## src/rtl/y86_pkg.sv

```systemverilog
// Shared Y86-64 encodings for the memory stage: icodes, status codes,
// FSM state encoding and the memory command bundle.
package y86_pkg;

  // Instruction codes
  localparam logic [3:0] IHALT   = 4'h0;
  localparam logic [3:0] INOP    = 4'h1;
  localparam logic [3:0] IRRMOVQ = 4'h2;
  localparam logic [3:0] IIRMOVQ = 4'h3;
  localparam logic [3:0] IRMMOVQ = 4'h4;
  localparam logic [3:0] IMRMOVQ = 4'h5;
  localparam logic [3:0] IOPQ    = 4'h6;
  localparam logic [3:0] IJXX    = 4'h7;
  localparam logic [3:0] ICALL   = 4'h8;
  localparam logic [3:0] IRET    = 4'h9;
  localparam logic [3:0] IPUSHQ  = 4'hA;
  localparam logic [3:0] IPOPQ   = 4'hB;

  // Status codes
  localparam logic [2:0] SAOK = 3'd1;
  localparam logic [2:0] SHLT = 3'd2;
  localparam logic [2:0] SADR = 3'd3;
  localparam logic [2:0] SINS = 3'd4;

  // Memory stage FSM states
  localparam logic [1:0] ST_IDLE   = 2'd0;
  localparam logic [1:0] ST_REQ    = 2'd1;
  localparam logic [1:0] ST_DONE   = 2'd2;
  localparam logic [1:0] ST_HALTED = 2'd3;

  // Decoded memory access for one instruction
  typedef struct packed {
    logic        wr;
    logic        rd;
    logic [63:0] addr;
    logic [63:0] wdata;
  } mem_cmd_t;

endpackage

```

## src/rtl/mem_sel.sv

```systemverilog
// Combinational address / write-data / access-type selection by icode.
import y86_pkg::*;

module mem_sel (
  input  logic [3:0]  icode,
  input  logic [63:0] valE,
  input  logic [63:0] valA,
  input  logic [63:0] valP,
  output mem_cmd_t    cmd
);

  // Stack pops read at the old SP (valA); everything else addresses valE.
  always_comb begin
    cmd = '0;
    case (icode)
      IRMMOVQ, IPUSHQ: begin
        cmd.wr    = 1'b1;
        cmd.addr  = valE;
        cmd.wdata = valA;
      end
      ICALL: begin
        cmd.wr    = 1'b1;
        cmd.addr  = valE;
        cmd.wdata = valP;
      end
      IMRMOVQ: begin
        cmd.rd   = 1'b1;
        cmd.addr = valE;
      end
      IRET, IPOPQ: begin
        cmd.rd   = 1'b1;
        cmd.addr = valA;
      end
      default: cmd = '0;
    endcase
  end

endmodule

```

## src/rtl/mem_stage.sv

```systemverilog
// Y86-64 memory stage: one instruction at a time, req/ack to data memory,
// bounded wait, sticky HALTED on any non-AOK final status.
import y86_pkg::*;

module mem_stage #(
  parameter int MEM_BYTES = 1024,
  parameter int TIMEOUT   = 16
) (
  input  logic        clk,
  input  logic        rst,
  input  logic        in_valid,
  output logic        in_ready,
  input  logic [3:0]  icode,
  input  logic [2:0]  in_stat,
  input  logic [63:0] valE,
  input  logic [63:0] valA,
  input  logic [63:0] valP,
  input  logic        cnd,
  output logic        out_valid,
  output logic [3:0]  out_icode,
  output logic [63:0] out_valE,
  output logic        out_cnd,
  output logic [63:0] valM,
  output logic [2:0]  stat,
  output logic        dmem_req,
  output logic        dmem_we,
  output logic [63:0] dmem_addr,
  output logic [63:0] dmem_wdata,
  input  logic        dmem_ack,
  input  logic [63:0] dmem_rdata
);

  localparam int          CW       = $clog2(TIMEOUT + 1);
  localparam logic [63:0] ADDR_MAX = 64'(MEM_BYTES - 8);
  localparam logic [CW-1:0] CNT_LAST = CW'(TIMEOUT - 1);

  mem_cmd_t cmd;

  logic [1:0]    state_q, state_d;
  logic [CW-1:0] cnt_q, cnt_d;
  logic [3:0]    icode_q, icode_d;
  logic [63:0]   valE_q, valE_d;
  logic          cnd_q, cnd_d;
  logic [63:0]   valM_q, valM_d;
  logic [2:0]    stat_q, stat_d;
  logic          we_q, we_d;
  logic          rd_q, rd_d;
  logic [63:0]   addr_q, addr_d;
  logic [63:0]   wdata_q, wdata_d;

  mem_sel u_sel (
    .icode (icode),
    .valE  (valE),
    .valA  (valA),
    .valP  (valP),
    .cmd   (cmd)
  );

  // Next-state: accept in IDLE, wait for ack or timeout in REQ, pulse in DONE.
  always_comb begin
    state_d = state_q;
    cnt_d   = cnt_q;
    icode_d = icode_q;
    valE_d  = valE_q;
    cnd_d   = cnd_q;
    valM_d  = valM_q;
    stat_d  = stat_q;
    we_d    = we_q;
    rd_d    = rd_q;
    addr_d  = addr_q;
    wdata_d = wdata_q;
    case (state_q)
      ST_IDLE: begin
        if (in_valid) begin
          icode_d = icode;
          valE_d  = valE;
          cnd_d   = cnd;
          valM_d  = '0;
          if (in_stat != SAOK) begin
            stat_d  = in_stat;
            state_d = ST_DONE;
          end else if ((cmd.wr || cmd.rd) && (cmd.addr > ADDR_MAX)) begin
            stat_d  = SADR;
            state_d = ST_DONE;
          end else if (cmd.wr || cmd.rd) begin
            // Command is frozen here so the bus stays stable across the wait.
            we_d    = cmd.wr;
            rd_d    = cmd.rd;
            addr_d  = cmd.addr;
            wdata_d = cmd.wdata;
            cnt_d   = '0;
            state_d = ST_REQ;
          end else begin
            stat_d  = SAOK;
            state_d = ST_DONE;
          end
        end
      end
      ST_REQ: begin
        // Ack wins over timeout when both land on the same edge.
        if (dmem_ack) begin
          valM_d  = rd_q ? dmem_rdata : 64'd0;
          stat_d  = SAOK;
          state_d = ST_DONE;
        end else if (cnt_q == CNT_LAST) begin
          valM_d  = '0;
          stat_d  = SADR;
          state_d = ST_DONE;
        end else begin
          cnt_d = cnt_q + CW'(1);
        end
      end
      ST_DONE:   state_d = (stat_q == SAOK) ? ST_IDLE : ST_HALTED;
      default:   state_d = ST_HALTED;
    endcase
  end

  // State and output registers with synchronous reset.
  always_ff @(posedge clk) begin
    if (rst) begin
      state_q <= ST_IDLE;
      cnt_q   <= '0;
      icode_q <= '0;
      valE_q  <= '0;
      cnd_q   <= 1'b0;
      valM_q  <= '0;
      stat_q  <= '0;
      we_q    <= 1'b0;
      rd_q    <= 1'b0;
      addr_q  <= '0;
      wdata_q <= '0;
    end else begin
      state_q <= state_d;
      cnt_q   <= cnt_d;
      icode_q <= icode_d;
      valE_q  <= valE_d;
      cnd_q   <= cnd_d;
      valM_q  <= valM_d;
      stat_q  <= stat_d;
      we_q    <= we_d;
      rd_q    <= rd_d;
      addr_q  <= addr_d;
      wdata_q <= wdata_d;
    end
  end

  assign in_ready   = (state_q == ST_IDLE);
  assign out_valid  = (state_q == ST_DONE);
  assign dmem_req   = (state_q == ST_REQ);
  assign dmem_we    = we_q;
  assign dmem_addr  = addr_q;
  assign dmem_wdata = wdata_q;
  assign out_icode  = icode_q;
  assign out_valE   = valE_q;
  assign out_cnd    = cnd_q;
  assign valM       = valM_q;
  assign stat       = stat_q;

endmodule
```

## config.mk

```make
export PLATFORM = sky130hd
export DESIGN_NAME = mem_stage
export DESIGN_NICKNAME = d
export VERILOG_FILES = /design/src/rtl/y86_pkg.sv /design/src/rtl/mem_sel.sv /design/src/rtl/mem_stage.sv
export SDC_FILE = /design/constraint.sdc
export NUM_CORES = 1
export LEC_CHECK = 0
export CAP_MARGIN = 20
export CORE_AREA = 2 2 208 210
export DETAILED_ROUTE_END_ITERATION = 10
export DIE_AREA = 0 0 210 212
export HOLD_SLACK_MARGIN = 0.12
export PLACE_DENSITY_LB_ADDON = 0.08
export SETUP_SLACK_MARGIN = 0.05
export SLEW_MARGIN = 25
export SYNTH_ARGS = -nofsm -noshare
export SYNTH_HDL_FRONTEND = slang
export SYNTH_HIERARCHICAL = 1
export SYNTH_SLANG_ARGS = --single-unit
```

## constraint.sdc

```tcl
create_clock -name clk -period 4.2 [get_ports clk]
set_input_delay 1.05 -clock clk [delete_from_list [all_inputs] [get_ports clk]]
set_output_delay 1.05 -clock clk [all_outputs]
set_load 0.05 [all_outputs]
```

# Word level (Yosys, flattened, before mapping)
# Cells that the tools add are included.
dict set report op_classes {
  addsub 1
  mul 0
  div_mod_pow 0
  order_cmp 1
  n_eq_ne 19
  shifts 0
  muxes 31
  bitwise 2
  reduce_logical 15
}
# op count
set ops {}
lappend ops {{case mux 64 bit (2 select lines)} 3}
lappend ops {{2-to-1 mux 64 bit} 4}
lappend ops {{greater-than comparator 64 x 10 -> 1 bit (second input constant)} 1}
lappend ops {{2-to-1 mux 5 bit} 6}
lappend ops {{2-to-1 mux 3 bit} 6}
lappend ops {{== test 4 bit (second input constant)} 4}
lappend ops {{2-to-1 mux 2 bit} 7}
lappend ops {{inequality test 2 bit (second input constant)} 5}
lappend ops {{case mux 5 bit (2 select lines)} 1}
lappend ops {{== test 4 x 3 -> 1 bit (second input constant)} 2}
lappend ops {{AND reduction 7 bit} 1}
lappend ops {{inequality test 3 x 1 -> 1 bit (second input constant)} 2}
lappend ops {{case mux 2 bit (3 select lines)} 1}
lappend ops {{case mux 3 bit (2 select lines)} 1}
lappend ops {{OR reduction 3 bit} 2}
lappend ops {{adder 5 x 1 -> 5 bit (second input constant)} 1}
lappend ops {{== test 5 x 4 -> 1 bit (second input constant)} 1}
lappend ops {{AND reduction 5 bit} 1}
lappend ops {{inequality test 4 x 3 -> 1 bit (second input constant)} 1}
lappend ops {{AND reduction 2 bit} 2}
lappend ops {{AND reduction 4 bit} 1}
lappend ops {{OR reduction 2 bit} 2}
lappend ops {{OR reduction 4 bit} 1}
lappend ops {{== test 3 x 1 -> 1 bit (second input constant)} 1}
lappend ops {{other kinds (10)} 12}
dict set report totals {
  regBits 273
  latchBits 0
  mem_bits_rw 0
  rom_bits 0
  in_bits 268
  output_inout_bits 268
  wordCells 80
  mem_count 0
}

# Logic depth before layout (Yosys ltp)
# Gate-level depths: netlist (run 1).
dict set report logic_depth {
  depth_word 9
  mapped_depth 13
  ltp_nobuf 8
}

# Modules after synthesis
# The synthesis (run 1) kept the hierarchy.
# mod instances cells_per_inst area_per_inst_um2 seq_area_each_um2
set by_module_without_submodules {}
lappend by_module_without_submodules {mem_stage 1 1071 9462.8 5465.2}
lappend by_module_without_submodules {mem_sel 1 481 4553.1 0.0}

# Worst setup path before layout (run 1)
# OpenSTA, ideal clock, no wires.
dict set report synth_timing {
  path_type {in2reg}
  from {input port icode[0]}
  to {register state_q[0]}
  setup_time_ns 0.070
  arrival_time_ns 3.515
  t_required_ns 4.130
  slack_ns 0.615
  stages 12
  path_buffers 5
  path_cell_list {buf_2 > buf_6 > buf_2 > mux2i_1 > o2bb2ai_2 > nor4_1 > nand4_1 > or4_1 > buf_2 > buf_6 > or3_1 > a21oi_1}
}
# element line_no
set synth_lines {}
lappend synth_lines {{from (decl)} mem_stage.sv:13} ;# input logic [3:0] icode,
lappend synth_lines {{to (signal assigned)} mem_stage.sv:133} ;# state_q <= state_d;
lappend synth_lines {{to (decl)} mem_stage.sv:39} ;# logic [1:0] state_q, state_d;

==> results of run 1 <==
-- power groups by stage --
stage / clock network [mW] / registers, mW / logic [mW]
2_1_floorplan: 0 / 2.90 / 0.507
3_3_place_gp: 0 / 2.73 / 1.22
3_5_place_dp: 0 / 2.73 / 1.24
4_1_cts: 3.06 / 2.67 / 1.24
5_1_grt: 3.17 / 2.68 / 1.31
6_report: 2.97 / 2.67 / 1.23
-- area by class of cell --
| class | count | area [um^2] | area share, % |
|---|---|---|---|
| diodes | 2 | 5.00 | 0.0240 |
| multi-input cells | 1090 | 7680 | 36.9 |
| clock inverters | 8 | 113 | 0.541 |
| flip-flops and latches | 273 | 5470 | 26.3 |
| repair buffers | 578 | 5850 | 28.1 |
| clock buffers | 49 | 1010 | 4.84 |
| inverters | 2 | 7.51 | 0.0361 |
| well taps | 546 | 683 | 3.28 |
-- path summary, 6_finish.rpt --
path              slack [ns]                       from  cells after the start                          end
setup reg to reg        1.71      cnt_q[1]$_SDFFE_PP0P_                      8         stat[1]$_SDFFE_PP0P_
setup / recovery        0.69                   icode[0]                      9  dmem_wdata[16]$_SDFFE_PP0P_
hold reg to reg         0.45  out_valE[29]$_SDFFE_PP0P_                      2    out_valE[29]$_SDFFE_PP0P_
hold / removal          0.45  out_valE[29]$_SDFFE_PP0P_                      2    out_valE[29]$_SDFFE_PP0P_
-- cells by family after synthesis --
logic type | after synthesis
muxes | 66
buffers and inverters | 189
xor gates and xnor gates | 3
adders and majority gates | 2
and+or+nand+nor | 587
DFF | 273
AOI/OAI and AO/OA | 432
-- critical path, stage by stage --
cell,delay (ns)
buf_6,0.41
mux2i_1,0.30
o2bb2ai_2,0.08
nor4_1,0.51
nand4_1,0.26
or4_4,0.69
buf_12,0.25
o21ai_1,0.17
a21oi_1,0.08
-- cells in the mapped netlist, types with 44 or more instances --
cell	n	area, um^2
dfxtp_1	273	5470
a21oi_1	152	761
nand2_1	141	529
nand4bb_1	128	1440
clkbuf_1	108	405
o21ai_1	79	395
nand3_1	77	385
nor2_1	76	285
a31oi_1	66	413
a22oi_1	65	488
mux2i_1	65	651
nand4b_1	64	561
o2bb2ai_2	60	901
and2_1	56	350
buf_2	44	220
-- layer usage --
metal,vias to the layer above,part of all wire [%]
met5,-,0.073
met4,6,2.6
met3,72,8.2
met2,478,47
met1,6600,42
li1,6617,-
-- per-stage QoR --
step           hold slack, ns  std cells  util [%]
6_report                0.453       2548      49.0
5_1_grt                 0.474       2547      49.0
4_1_cts                 0.456       2546      49.0
3_5_place_dp            0.443       2489      46.3
3_3_place_gp            0.441       2489      46.3
2_1_floorplan           0.450       1552         -
-- registers in the layout, summed over array words and instances, names as in the netlist --
| name | count |
|---|---|
| rd_q | 1 |
| dmem_addr | 64 |
| valM | 64 |
| dmem_we | 1 |
| out_valE | 64 |
| cnt_q | 5 |
| out_icode | 4 |
| state_q | 2 |
| dmem_wdata | 64 |
| stat | 3 |
| out_cnd | 1 |
==> flow_metrics.tcl, run 1 <==
set metrics [dict create \
    worstPathRequired_ns 4.60 \
    p_sw_mw 1.91 \
    p_total_mw 6.88 \
    die_w_um 210 \
    vias 13800 \
    final_cell_mix "clkdlybuf4s50_1, dfxtp_1, a21oi_1, nand2_1, nand4bb_1" \
    cp_max_fo 52 \
    rsz0062_at_grt "no" \
    outcome "completed" \
    avgSynthCellArea_um2 9.03 \
    stdcell_area_um2 20800 \
    io_pins 536 \
    slew_headroom_pct 31.3 \
    top_usage_layer "met2" \
    grt_usage_pct 24.2 \
    place_congestion 0.808 \
    met2_usage_pct 39.3 \
    worst_hold_path_type "reg -> reg" \
    finalHoldViolCount 0 \
    vias_per_cell 5.41 \
    swShare_pct 27.8 \
    cts_num_sinks 273 \
    post-cts-setup-buffer-count 0 \
    synthMuxAreaShare_pct 4.72 \
    dpl.hpwl_mm 39.3 \
    yosys.area_share.simple_pct 27.6 \
    syn_area_um2 14000 \
    drt_wl_total_mm 56.1 \
    htreeDepth 2 \
    ys_seq_elements 273 \
    rows 76 \
    initial_utilization_pct 33.0 \
    internal-power_mw 4.96 \
    area_growth_pct 48.5 \
    synth_edf_count 0 \
    insertion_delay_ns 0.54 \
    worstSetupStartpointType "primary input" \
    cts.path.max_buffers 3 \
    cts-resized-gates 0 \
    grt_max_degree 114 \
    setup_viol 0 \
    cts_tree "yes" \
    antenna_found_initial 4 \
    critPathArrivalTime_ns 3.91 \
    cts_made_buffers 34 \
    synth_compound_area_share_pct 21.7 \
    peakVddDrop_mv 0.301 \
    grt_pass1_wl_mm 83.2 \
    die_y_um 212 \
    fill_cells 4087 \
    hold_buffers 0 \
    gr-total-overflow 0 \
    period_share_pct 83.6 \
    wl_per_cell_um 22.0 \
    grt_pass1_vias 13400 \
    layout_commonest_cell "clkdlybuf4s50_1" \
    yosysUniqueCellTypes 48 \
    path_class "in -> reg" \
    nets 2249 \
    min_period_ns 3.51 \
    synthArstFlopShare_pct 0 \
    syn-num-nets 1822 \
    drcViolationCount 0 \
    clkPwrFrac_pct 43.2 \
    place_ws_ns 0.0916 \
    yosys_warnings 6 \
    drv_cap 0 \
    io_buffers 535 \
    dr.pass1.iters 5 \
    p_per_area_nw_per_um2 330 \
    core_um2 42500 \
    finalSetupTns_ns 0 \
    timing.final.max_slew_violations 0 \
    place_area_um2 19700 \
    p_leak_nw 6.93 \
    root_buffer "clkbuf_16" \
    layout-drive-gt1-share_pct 8.80 \
    ys.flop_type "dfxtp_1" \
    seqPwrFrac_pct 38.9 \
    ys_seq_area_share_pct 39.0 \
    met1_usage_pct 30.4 \
    synthXorXnorAreaFrac_pct 0.187 \
    drt_first_iter_violations 773 \
    fmax_mhz 285 \
    synth_top_family_by_area "simple AND/OR/NAND/NOR gates" \
    cts.reportedPaths.clkPinSlew_ns 0.06 \
    endpoint_kind "register" \
    fin_skew_ns 0.00696 \
    worst_slack_ns 0.690 \
    drtAntennaViolNets 0 \
    comb_power_share_pct 18.0 \
    die_area_um2 44500 \
    synth_fa_ha_area_share_pct 0.179 \
    grt_util_met3_pct 8.17 \
    tightest_slew_ns 1.03 \
    synth_cells 1552 \
]
No activity file was read; power rests on OpenSTA's default activity.
==> run 2, diff against run 1 <==
==> constraint.sdc (replaced) <==
create_clock -name clk -period 3.6 [get_ports clk]
set_input_delay 0.9 -clock clk [delete_from_list [all_inputs] [get_ports clk]]
set_output_delay 0.9 -clock clk [all_outputs]
set_load 0.05 [all_outputs]
==> flow_metrics.tcl, run 2 (synthesis gave the netlist of run 1 again) <==
set metrics [dict create \
    outcome "completed" \
    fin_skew_ns 0.0113 \
    fmax_mhz 307 \
    vias_per_cell 5.44 \
    layout_commonest_cell "clkdlybuf4s50_1" \
    path_class "in -> reg" \
    endpoint_kind "register" \
    finish.utilization_pct 49.8 \
    grt_pass1_vias 13800 \
    cts.reportedPaths.clkPinSlew_ns 0.05 \
    root_buffer "clkbuf_16" \
    die_w_um 210 \
    area_growth_pct 51.2 \
    final_cell_mix "clkdlybuf4s50_1, dfxtp_1, a21oi_1, nand2_1, nand4bb_1" \
    vias 14000 \
    place_congestion 0.789 \
    cp_top_family "buffers and inverters" \
    htreeDepth 2 \
    path_common_cell "buf_4" \
    cp_max_fo 30 \
    p_leak_nw 7.13 \
    io_pins 536 \
    nets 2280 \
    path_cells "buf_6 > buf_4 > mux2i_1 > o2bb2ai_2 > nor4_1 > buf_4 > nand4_1 > buf_4 > nor4_4 > buf_4 > nand3_1 > a21oi_1" \
    p_total_mw 8.31 \
    layout-drive-gt1-share_pct 10.4 \
    drt_first_iter_violations 844 \
    gr-total-overflow 0 \
    period_share_pct 90.4 \
    dr.pass1.iters 5 \
    die_y_um 212 \
    peakVddDrop_mv 0.408 \
    wl_per_cell_um 22.2 \
    cts_made_buffers 36 \
    min_period_ns 3.25 \
    die_area_um2 44500 \
    core_um2 42500 \
    hold_ws_ns 0.452 \
    timing.final.max_slew_violations 0 \
    dpl.hpwl_mm 40.4 \
    finalSetupTns_ns 0 \
    grt_max_degree 130 \
    tightest_slew_ns 0.987 \
    insertion_delay_ns 0.55 \
    post-cts-setup-buffer-count 0 \
    drtAntennaViolNets 0 \
    stdcell_area_um2 21200 \
    grt_pass1_wl_mm 85.4 \
    cts_num_sinks 273 \
    place_area_um2 20000 \
    drv_cap 0 \
    slew_headroom_pct 34.2 \
    io_buffers 535 \
    cts_tree "yes" \
    grt_usage_pct 24.8 \
    cts.path.max_buffers 3 \
    slowest_stage "nor4_1" \
    hold_buffers 0 \
    initial_utilization_pct 33.0 \
    rows 76 \
    antenna_found_initial 9 \
    rsz0062_at_grt "no" \
    drcViolationCount 0 \
    worst_hold_path_type "reg -> reg" \
    cts-resized-gates 0 \
    finalHoldViolCount 0 \
    drt_wl_total_mm 57.3 \
    critPathMaxStageDelay_ns 0.52 \
    worstSetupStartpointType "primary input" \
    crit_buf_inv 5 \
    critPathArrivalTime_ns 3.72 \
    p_per_area_nw_per_um2 392 \
    setup_viol 0 \
    worstPathRequired_ns 4.07 \
]
==> run 2: cell type report <==
cell class	instances	area, um^2
Clock inverter	14	183
Timing Repair Buffer	607	6130
Sequential cell	273	5470
Clock buffer	49	1030
Inverter	2	7.51
Tap cell	546	683
Multi-Input combinational cell	1090	7680
Fill cell	4021	21300
Antenna cell	3	7.51
==> run 2: layer usage <==
metal  routed length (um)  share of wire, %  up-vias  track usage, %
li1                     -                 -     6689               -
met1                24300                42     6734            31.2
met2                26500                46      517            40.3
met3                 4830               8.4       93            7.89
met4                 1520               2.7       12            7.58
met5                   83              0.14        -               0
==> run 2: path summary, 6_finish.rpt <==
check,start,to,slack (ns),depth (start not counted)
worst min register to register,out_valE[60]$_SDFFE_PP0P_,out_valE[60]$_SDFFE_PP0P_,0.45,2
worst max-delay path,icode[0],dmem_wdata[47]$_SDFFE_PP0P_,0.35,12
worst min-delay path,out_valE[60]$_SDFFE_PP0P_,out_valE[60]$_SDFFE_PP0P_,0.45,2
worst max register to register,cnt_q[0]$_SDFFE_PP0P_,valM[55]$_SDFFE_PP0P_,1.34,9
==> run 2: worst register-to-register path, delay by kind of cell, from the launching register on <==
kind	cells	cell delay [ns]
AND/OR/NAND/NOR	3	0.40
flip-flops	1	0.33
AO/OA/AOI/OAI	3	0.48
adder cells (fa/ha/maj)	2	0.42
buffers and inverters	1	0.57
==> run 2: power breakdown <==
part / internal [mW] / switching (mW) / total (mW)
sequential: 3.08 / 0.0355 / 3.12
clock: 2.24 / 1.47 / 3.71
combinational: 0.646 / 0.839 / 1.49
total: 5.97 / 2.34 / 8.31
==> run 2: through the flow <==
step           worst slack, ns  instances
2_1_floorplan            0.165       1552
5_1_grt                  0.125       2582
3_3_place_gp            -0.154       2518
3_5_place_dp            -0.199       2518
4_1_cts                  0.375       2581
6_report                 0.347       2584
==> run 3, diff against run 2 <==
==> constraint.sdc (replaced) <==
create_clock -name clk -period 3.65 [get_ports clk]
set_input_delay 0.9125 -clock clk [delete_from_list [all_inputs] [get_ports clk]]
set_output_delay 0.9125 -clock clk [all_outputs]
set_load 0.02 [all_outputs]
==> flow_metrics.tcl, run 3 (synthesis gave the netlist of run 1 again) <==
set metrics [dict create \
    vias_per_cell 5.42 \
    fin_skew_ns 0.0105 \
    grt_pass1_wl_mm 83.2 \
    path_class "in -> reg" \
    setup_viol 0 \
    dr.pass1.iters 5 \
    slowest_stage "nor4_1" \
    htreeDepth 2 \
    gr-total-overflow 0 \
    vias 13900 \
    hold_buffers 0 \
    place_congestion 0.815 \
    worstSetupStartpointType "primary input" \
    timing.final.max_slew_violations 0 \
    finalSetupTns_ns 0 \
    drcViolationCount 0 \
    fmax_mhz 309 \
    cts_tree "yes" \
    drv_cap 0 \
    drtAntennaViolNets 0 \
    io_pins 536 \
    final_cell_mix "clkdlybuf4s50_1, dfxtp_1, a21oi_1, nand2_1, nand4bb_1" \
    area_growth_pct 50.4 \
    drt_first_iter_violations 954 \
    finalHoldViolCount 0 \
    post-cts-setup-buffer-count 0 \
    finish.utilization_pct 49.6 \
    p_leak_nw 7.08 \
    die_y_um 212 \
    io_buffers 535 \
    cp_max_fo 54 \
    fill_cells 4051 \
    grt_max_degree 152 \
    period_share_pct 88.7 \
    regArea_um2 5470 \
    multi_input_area_um2 7680 \
    rsz0062_at_grt "no" \
    path_cells "buf_6 > buf_12 > mux2i_1 > o2bb2ai_2 > nor4_1 > buf_4 > nand4_1 > buf_4 > nor4_4 > buf_4 > a21oi_2 > buf_12 > and2_1" \
    nets 2268 \
    crit_buf_inv 6 \
    cts.reportedPaths.clkPinSlew_ns 0.05 \
    worst_slack_ns 0.413 \
    critPathArrivalTime_ns 3.66 \
    cts_made_buffers 34 \
    antenna_found_initial 9 \
    grt_usage_pct 24.3 \
    cts_num_sinks 273 \
    initial_utilization_pct 33.0 \
    rows 76 \
    root_buffer "clkbuf_16" \
    endpoint_kind "register" \
    worst_hold_path_type "reg -> reg" \
    critPathMaxStageDelay_ns 0.42 \
    outcome "completed" \
    drt_wl_total_mm 56.8 \
    cts.path.max_buffers 3 \
    layout_commonest_cell "clkdlybuf4s50_1" \
    cp_top_family "buffers and inverters" \
    place_inst 2508 \
    tightest_slew_ns 0.961 \
    p_per_area_nw_per_um2 379 \
    insertion_delay_ns 0.54 \
    place_ws_ns -0.198 \
    peakVddDrop_mv 0.323 \
    path_common_cell "buf_4" \
    dpl.hpwl_mm 39.5 \
    layout-drive-gt1-share_pct 9.89 \
    cts-resized-gates 0 \
    slew_headroom_pct 35.9 \
    min_period_ns 3.24 \
    core_um2 42500 \
    wl_per_cell_um 22.1 \
    grt_pass1_vias 13200 \
    die_area_um2 44500 \
    die_w_um 210 \
    instances_no_fill 2573 \
    worstPathRequired_ns 4.08 \
]
[run 3: cell types whose count changed in the layout (fill, tap and decap cells not counted), moves of 2 or more]
cell        delta
inv_16         -2
buf_4         -10
clkbuf_16      -2
clkinv_8       +2
clkinvlp_4     -3
clkinv_2       +2
[run 3: per-stage QoR]
step                      instance area (um^2)  hold WS (ns)  power, mW
after floorplan                          14000         0.450       3.78
after global placement                   19900         0.441       4.45
after detailed placement                 19900         0.443       4.46
after CTS                                21100         0.453       8.09
after global routing                     21100         0.471       8.28
final                                    21100         0.451       7.99
[run 3: area by class of cell]
cell class / instances / share of cell area, %
Antenna cell: 4 / 0.0475
Inverter: 2 / 0.0356
Clock inverter: 14 / 0.914
Tap cell: 546 / 3.24
Sequential cell: 273 / 25.9
Multi-Input combinational cell: 1090 / 36.4
Clock buffer: 47 / 4.70
Timing Repair Buffer: 597 / 28.7
[run 3: final timing paths]
path | startpoint | to | slack (ns) | cells past startpoint
worst min-delay path | out_valE[35]$_SDFFE_PP0P_ | out_valE[35]$_SDFFE_PP0P_ | 0.45 | 2
worst max-delay path | icode[0] | dmem_addr[58]$_SDFFE_PP0P_ | 0.41 | 13
worst min register to register | out_valE[35]$_SDFFE_PP0P_ | out_valE[35]$_SDFFE_PP0P_ | 0.45 | 2
worst max register to register | cnt_q[0]$_SDFFE_PP0P_ | valM[47]$_SDFFE_PP0P_ | 1.40 | 9
[run 3: metal layers]
metal,up-vias,GRT usage (%),wire (um)
met5,-,0,101
met4,14,8.41,1730
met3,102,8.35,4990
met2,524,38.5,26000
met1,6626,30.7,24000
li1,6669,-,-
[run 3: power by group]
| part | switching, mW | internal, mW | leakage, nW | total (mW) |
|---|---|---|---|---|
| combinational | 0.685 | 0.632 | 4.28 | 1.32 |
| sequential | 0.0371 | 3.04 | 2.21 | 3.08 |
| clock | 1.41 | 2.19 | 0.589 | 3.60 |
| total | 2.13 | 5.86 | 7.08 | 7.99 |
[run 3: worst reg2reg max path: stages (launching register included)]
cell,delay (ns)
dfxtp_1,0.33
ha_1,0.22
and3_1,0.18
ha_1,0.20
nor2_1,0.09
a21oi_1,0.12
o21ai_4,0.11
buf_4,0.57
a22oi_1,0.24
nor2_1,0.13
==> patch 1 (settings of run 3) <==
Make the reset (`rst`) asynchronous in one clocked block. Comments in the files are not updated.
--- a/src/rtl/mem_stage.sv
+++ b/src/rtl/mem_stage.sv
@@ -118,3 +118,3 @@
   // State and output registers with synchronous reset.
-  always_ff @(posedge clk) begin
+  always_ff @(posedge clk or posedge rst) begin
     if (rst) begin
Function: differs if rst is asserted again (counterexample within 4 cycles, from zero or initial values and one cycle with rst high); with rst held inactive, the same outputs for 4 cycles.
==> patch 1 against run 3 <==
Routed wire length down 2.4%. Die area unchanged. Cell area increased by 11%. Register-to-register slack worse by 0.13 ns. Maximum frequency is 9.5% lower. Area after synthesis is 6.6% higher. Sequential cell count is the same. Setup slack worse by 0.34 ns. Power down 1.4%. Via count fell by 4.8%. Clock power decreased by 7.2%. Clock skew grew 0.0026 ns. Largest power group unchanged.
==> patch 1: results (changes against run 3) <==
\begin{tabular}{lr}
\hline
Metric & Value \\
\hline
\multicolumn{2}{l}{\textbf{Cells and area}} \\
\quad Filler Cell Count & 3745 (-7.6\%) \\
\quad Post-layout net count & 2194 (-3.3\%) \\
\quad Proportion of layout cells with a drive suffix above 1 & 21.8\% (+12 points) \\
\multicolumn{2}{l}{\textbf{Global route}} \\
\quad Antenna violations before repair & 5 (-4) \\
\quad Met3 GRT Util & 6.26\% (-2.1 points) \\
\quad Via count of the first global-routing pass & 13000 (-1.8\%) \\
\quad Total GRT Usage & 23.5\% (-0.78 points) \\
\quad Met1 demand-to-capacity share in global routing & 30.6\% (-0.10 points) \\
\multicolumn{2}{l}{\textbf{Logic synthesis}} \\
\quad Multiplexer share of the synthesized area & 11.2\% (+6.5 points) \\
\quad Ranking of synthesized cells by instance count & sky130\_fd\_sc\_hd\_\_dfrtp\_1, sky130\_fd\_sc\_hd\_\_nand2\_1, sky130\_fd\_sc\_hd\_\_nand4bb\_1, sky130\_fd\_sc\_hd\_\_clkbuf\_1, sky130\_fd\_sc\_hd\_\_a31oi\_1 \\
\quad Compound-cell area share of the yosys netlist & 14.1\% (-7.6 points) \\
\quad Dominant register cell in the synthesized netlist & sky130\_fd\_sc\_hd\_\_dfrtp\_1 \\
\quad Share of synthesized cell area in full adder, half adder and majority cells & 0.168\% (-0.011 points) \\
\quad Xor and xnor area share after synthesis & 0\% (-0.19 points) \\
\quad Net count after synthesis & 1566 (-14\%) \\
\quad Share of synthesized registers carrying an async set or reset & 100\% (+100 points) \\
\quad Gate count of the mapped netlist & 1296 (-16\%) \\
\multicolumn{2}{l}{\textbf{Placed design}} \\
\quad Final weighted congestion in routability-driven placement & 0.810 (-0.54\%) \\
\quad Dpl ws & -0.766 ns (-0.568 ns) \\
\quad DPL Wire Length & 39100 um (-0.96\%) \\
\multicolumn{2}{l}{\textbf{Power and ir drop}} \\
\quad Portion of total power attributed to the clock network & 42.4\% (-2.6 points) \\
\quad Static Leakage & 0.0103 uW (+46\%) \\
\multicolumn{2}{l}{\textbf{Drt}} \\
\quad Routed len/inst & 22.2 um (+0.61\%) \\
\quad Total length of routed met3 wires & 3720 um (-25\%) \\
\quad Final wirelength & 55500 um (-2.4\%) \\
\multicolumn{2}{l}{\textbf{STA}} \\
\quad Fraction of the cycle the final worst path needs & 98.0\% (+9.3 points) \\
\multicolumn{2}{l}{\textbf{Worst setup path}} \\
\quad Crit path DAT & 4.02 ns (+0.36 ns) \\
\quad Highest fanout seen on the critical path & 9 (-83\%) \\
\quad Largest stage delay on the critical path & 0.55 ns (+0.13 ns) \\
\quad Terminus of the critical flop-to-flop path & stat[0] \\
\multicolumn{2}{l}{\textbf{Run status}} \\
\quad Result of the run & complete, no violations \\
\multicolumn{2}{l}{\textbf{Worst hold path}} \\
\quad Hold worst-path end & out\_valE[16] \\
\hline
\end{tabular}
patch 1: cell type report:
| class | instances | area, um^2 | share of cell area, % |
|---|---|---|---|
| multi-input cells | 879 | 7450 | 31.9 |
| repair buffers | 732 | 7270 | 31.1 |
| flip-flops and latches | 273 | 6830 | 29.2 |
| clock buffers | 48 | 1000 | 4.30 |
| well taps | 546 | 683 | 2.92 |
| clock inverters | 12 | 96.3 | 0.412 |
| inverters | 4 | 18.8 | 0.0803 |
| diodes | 3 | 7.51 | 0.0321 |
patch 1: worst max path at each step:
| stage | start | to | depth (start not counted) |
|---|---|---|---|
| final | icode[0] | dmem_wdata[26] | 13 |
| after global routing | icode[0] | dmem_wdata[20] | 13 |
| after CTS | valA[47] | dmem_wdata[10] | 10 |
| after detailed placement | valE[40] | dmem_wdata[21] | 10 |
| after global placement | valA[46] | dmem_wdata[10] | 10 |
| after floorplan | rst | cnt_q[0] | 1 |
==> patch 2 (config.mk and constraints of run 3) <==
Made on the original files. `TIMEOUT`: 16 -> 32.
--- a/src/rtl/mem_stage.sv
+++ b/src/rtl/mem_stage.sv
@@ -6,3 +6,3 @@
   parameter int MEM_BYTES = 1024,
-  parameter int TIMEOUT   = 16
+  parameter int TIMEOUT   = 32
 ) (
Check against the original RTL: no difference found for any inputs over 4 cycles, from zero or initial values and one cycle with rst high; that may be too few to reach the edited logic, so the function may still have changed.
==> patch 2 against run 3 <==
Via count is 1.8% lower. Routed wire length shrank 3.0%. Highest routed layer is now met4. Register-to-register slack lost 0.15 ns. Critical path type unchanged. Sequential cell count is 1 higher. Final cell count increased by 0.51%. Power is 4.3% lower. Area after synthesis is 1.6% lower. Setup slack lost 0.042 ns. Cell area is 1.5% lower.
==> patch 2: results (changes against run 3) <==
\begin{tabular}{lr}
\hline
Metric & Value \\
\hline
\multicolumn{2}{l}{\textbf{Drt}} \\
\quad Routed len/inst & 21.3 um (-3.5\%) \\
\quad DRT iter0 DRCs & 699 (-27\%) \\
\quad Met2 wire len & 25900 um (-0.37\%) \\
\quad Top layer reached by signal wires & met4 \\
\multicolumn{2}{l}{\textbf{Global route}} \\
\quad Wire length of the first global-routing pass & 82600 um (-0.73\%) \\
\quad Met1 demand-to-capacity share in global routing & 29.5\% (-1.2 points) \\
\quad Met3 GRT Util & 7.56\% (-0.78 points) \\
\quad Met2 track demand over resource & 39.1\% (+0.55 points) \\
\quad Antenna violations before repair & 6 (-3) \\
\quad Total GRT Usage & 23.8\% (-0.51 points) \\
\multicolumn{2}{l}{\textbf{Worst setup path}} \\
\quad Largest stage delay on the critical path & 0.36 ns (-0.06 ns) \\
\quad Crit path DAT & 3.71 ns (+0.05 ns) \\
\multicolumn{2}{l}{\textbf{Cells and area}} \\
\quad Filler Cell Count & 4092 (+1.0\%) \\
\quad Total area of multi-input combinational cells & 0.00748 mm\^{}2 (-2.6\%) \\
\quad Proportion of layout cells with a drive suffix above 1 & 9.44\% (-0.44 points) \\
\quad Post-layout net count & 2282 (+0.62\%) \\
\multicolumn{2}{l}{\textbf{Logic synthesis}} \\
\quad Portion of the post-synthesis area used by sequential elements & 39.8\% (+0.77 points) \\
\quad Per-instance average area after synthesis & 8.91 um\^{}2 (-1.3\%) \\
\quad Largest cells by area after synthesis & sky130\_fd\_sc\_hd\_\_dfxtp\_1, sky130\_fd\_sc\_hd\_\_nand4bb\_1, sky130\_fd\_sc\_hd\_\_nand2\_1 \\
\quad Number of distinct library cells after synthesis & 41 (-15\%) \\
\multicolumn{2}{l}{\textbf{Placed design}} \\
\quad Total placed cells including tap cells & 2522 (+0.56\%) \\
\quad Placed Instance Area & 0.0197 mm\^{}2 (-1.1\%) \\
\quad Final weighted congestion in routability-driven placement & 0.810 (-0.56\%) \\
\quad DPL Wire Length & 39300 um (-0.47\%) \\
\multicolumn{2}{l}{\textbf{STA}} \\
\quad Final setup skew & 0.0111 ns (+0.000595 ns) \\
\quad Worst slew slack as a fraction of its limit & 37.1\% (+1.1 points) \\
\multicolumn{2}{l}{\textbf{Run status}} \\
\quad Result of the run & complete, no violations \\
\hline
\end{tabular}
[patch 2: changes by cell type after synthesis, moves of 3 or more]
cell | before | now
sky130_fd_sc_hd__nand2_1 | 141 | 301
sky130_fd_sc_hd__o21ai_1 | 79 | 0
sky130_fd_sc_hd__nand3_1 | 77 | 6
sky130_fd_sc_hd__clkbuf_1 | 108 | 92
sky130_fd_sc_hd__o21ai_0 | 0 | 7
sky130_fd_sc_hd__nor3_1 | 4 | 9
sky130_fd_sc_hd__buf_4 | 17 | 13
sky130_fd_sc_hd__nor3b_1 | 1 | 4
[patch 2: kinds of logic (layout without fill, tap and decap cells)]
logic type / after synthesis / after routing / synth area share, %
buffers and inverters: 172 / 657 / 6.26
muxes: 64 / 64 / 4.64
adders and majority gates: 1 / 1 / 0.0907
and+or+nand+nor: 676 / 676 / 29.7
AOI/OAI and AO/OA: 361 / 361 / 19.5
other: 0 / 7 / 0
DFF: 274 / 274 / 39.8
[patch 2: power breakdown]
| part | switching (uW) | total [uW] | internal, uW |
|---|---|---|---|
| registers | 33.7 | 3080 | 3050 |
| logic | 668 | 1290 | 623 |
| clock network | 1360 | 3280 | 1920 |
[patch 2: final cells by class]
class,count,area share (%)
multi-input cells,1102,36.0
repair buffers,599,29.0
flip-flops and latches,274,26.4
clock buffers,47,4.63
well taps,546,3.29
clock inverters,10,0.500
diodes,7,0.0844
inverters,1,0.0181
[patch 2: final timing paths]
kind	startpoint	slack (ns)	depth (start not counted)	to
worst max-delay path	icode[0]	0.37	12	dmem_addr[16]
worst min-delay path	dmem_wdata[37]	0.45	2	dmem_wdata[37]
worst max register to register	cnt_q[0]	1.25	8	valM[63]
worst min register to register	dmem_wdata[37]	0.45	2	dmem_wdata[37]
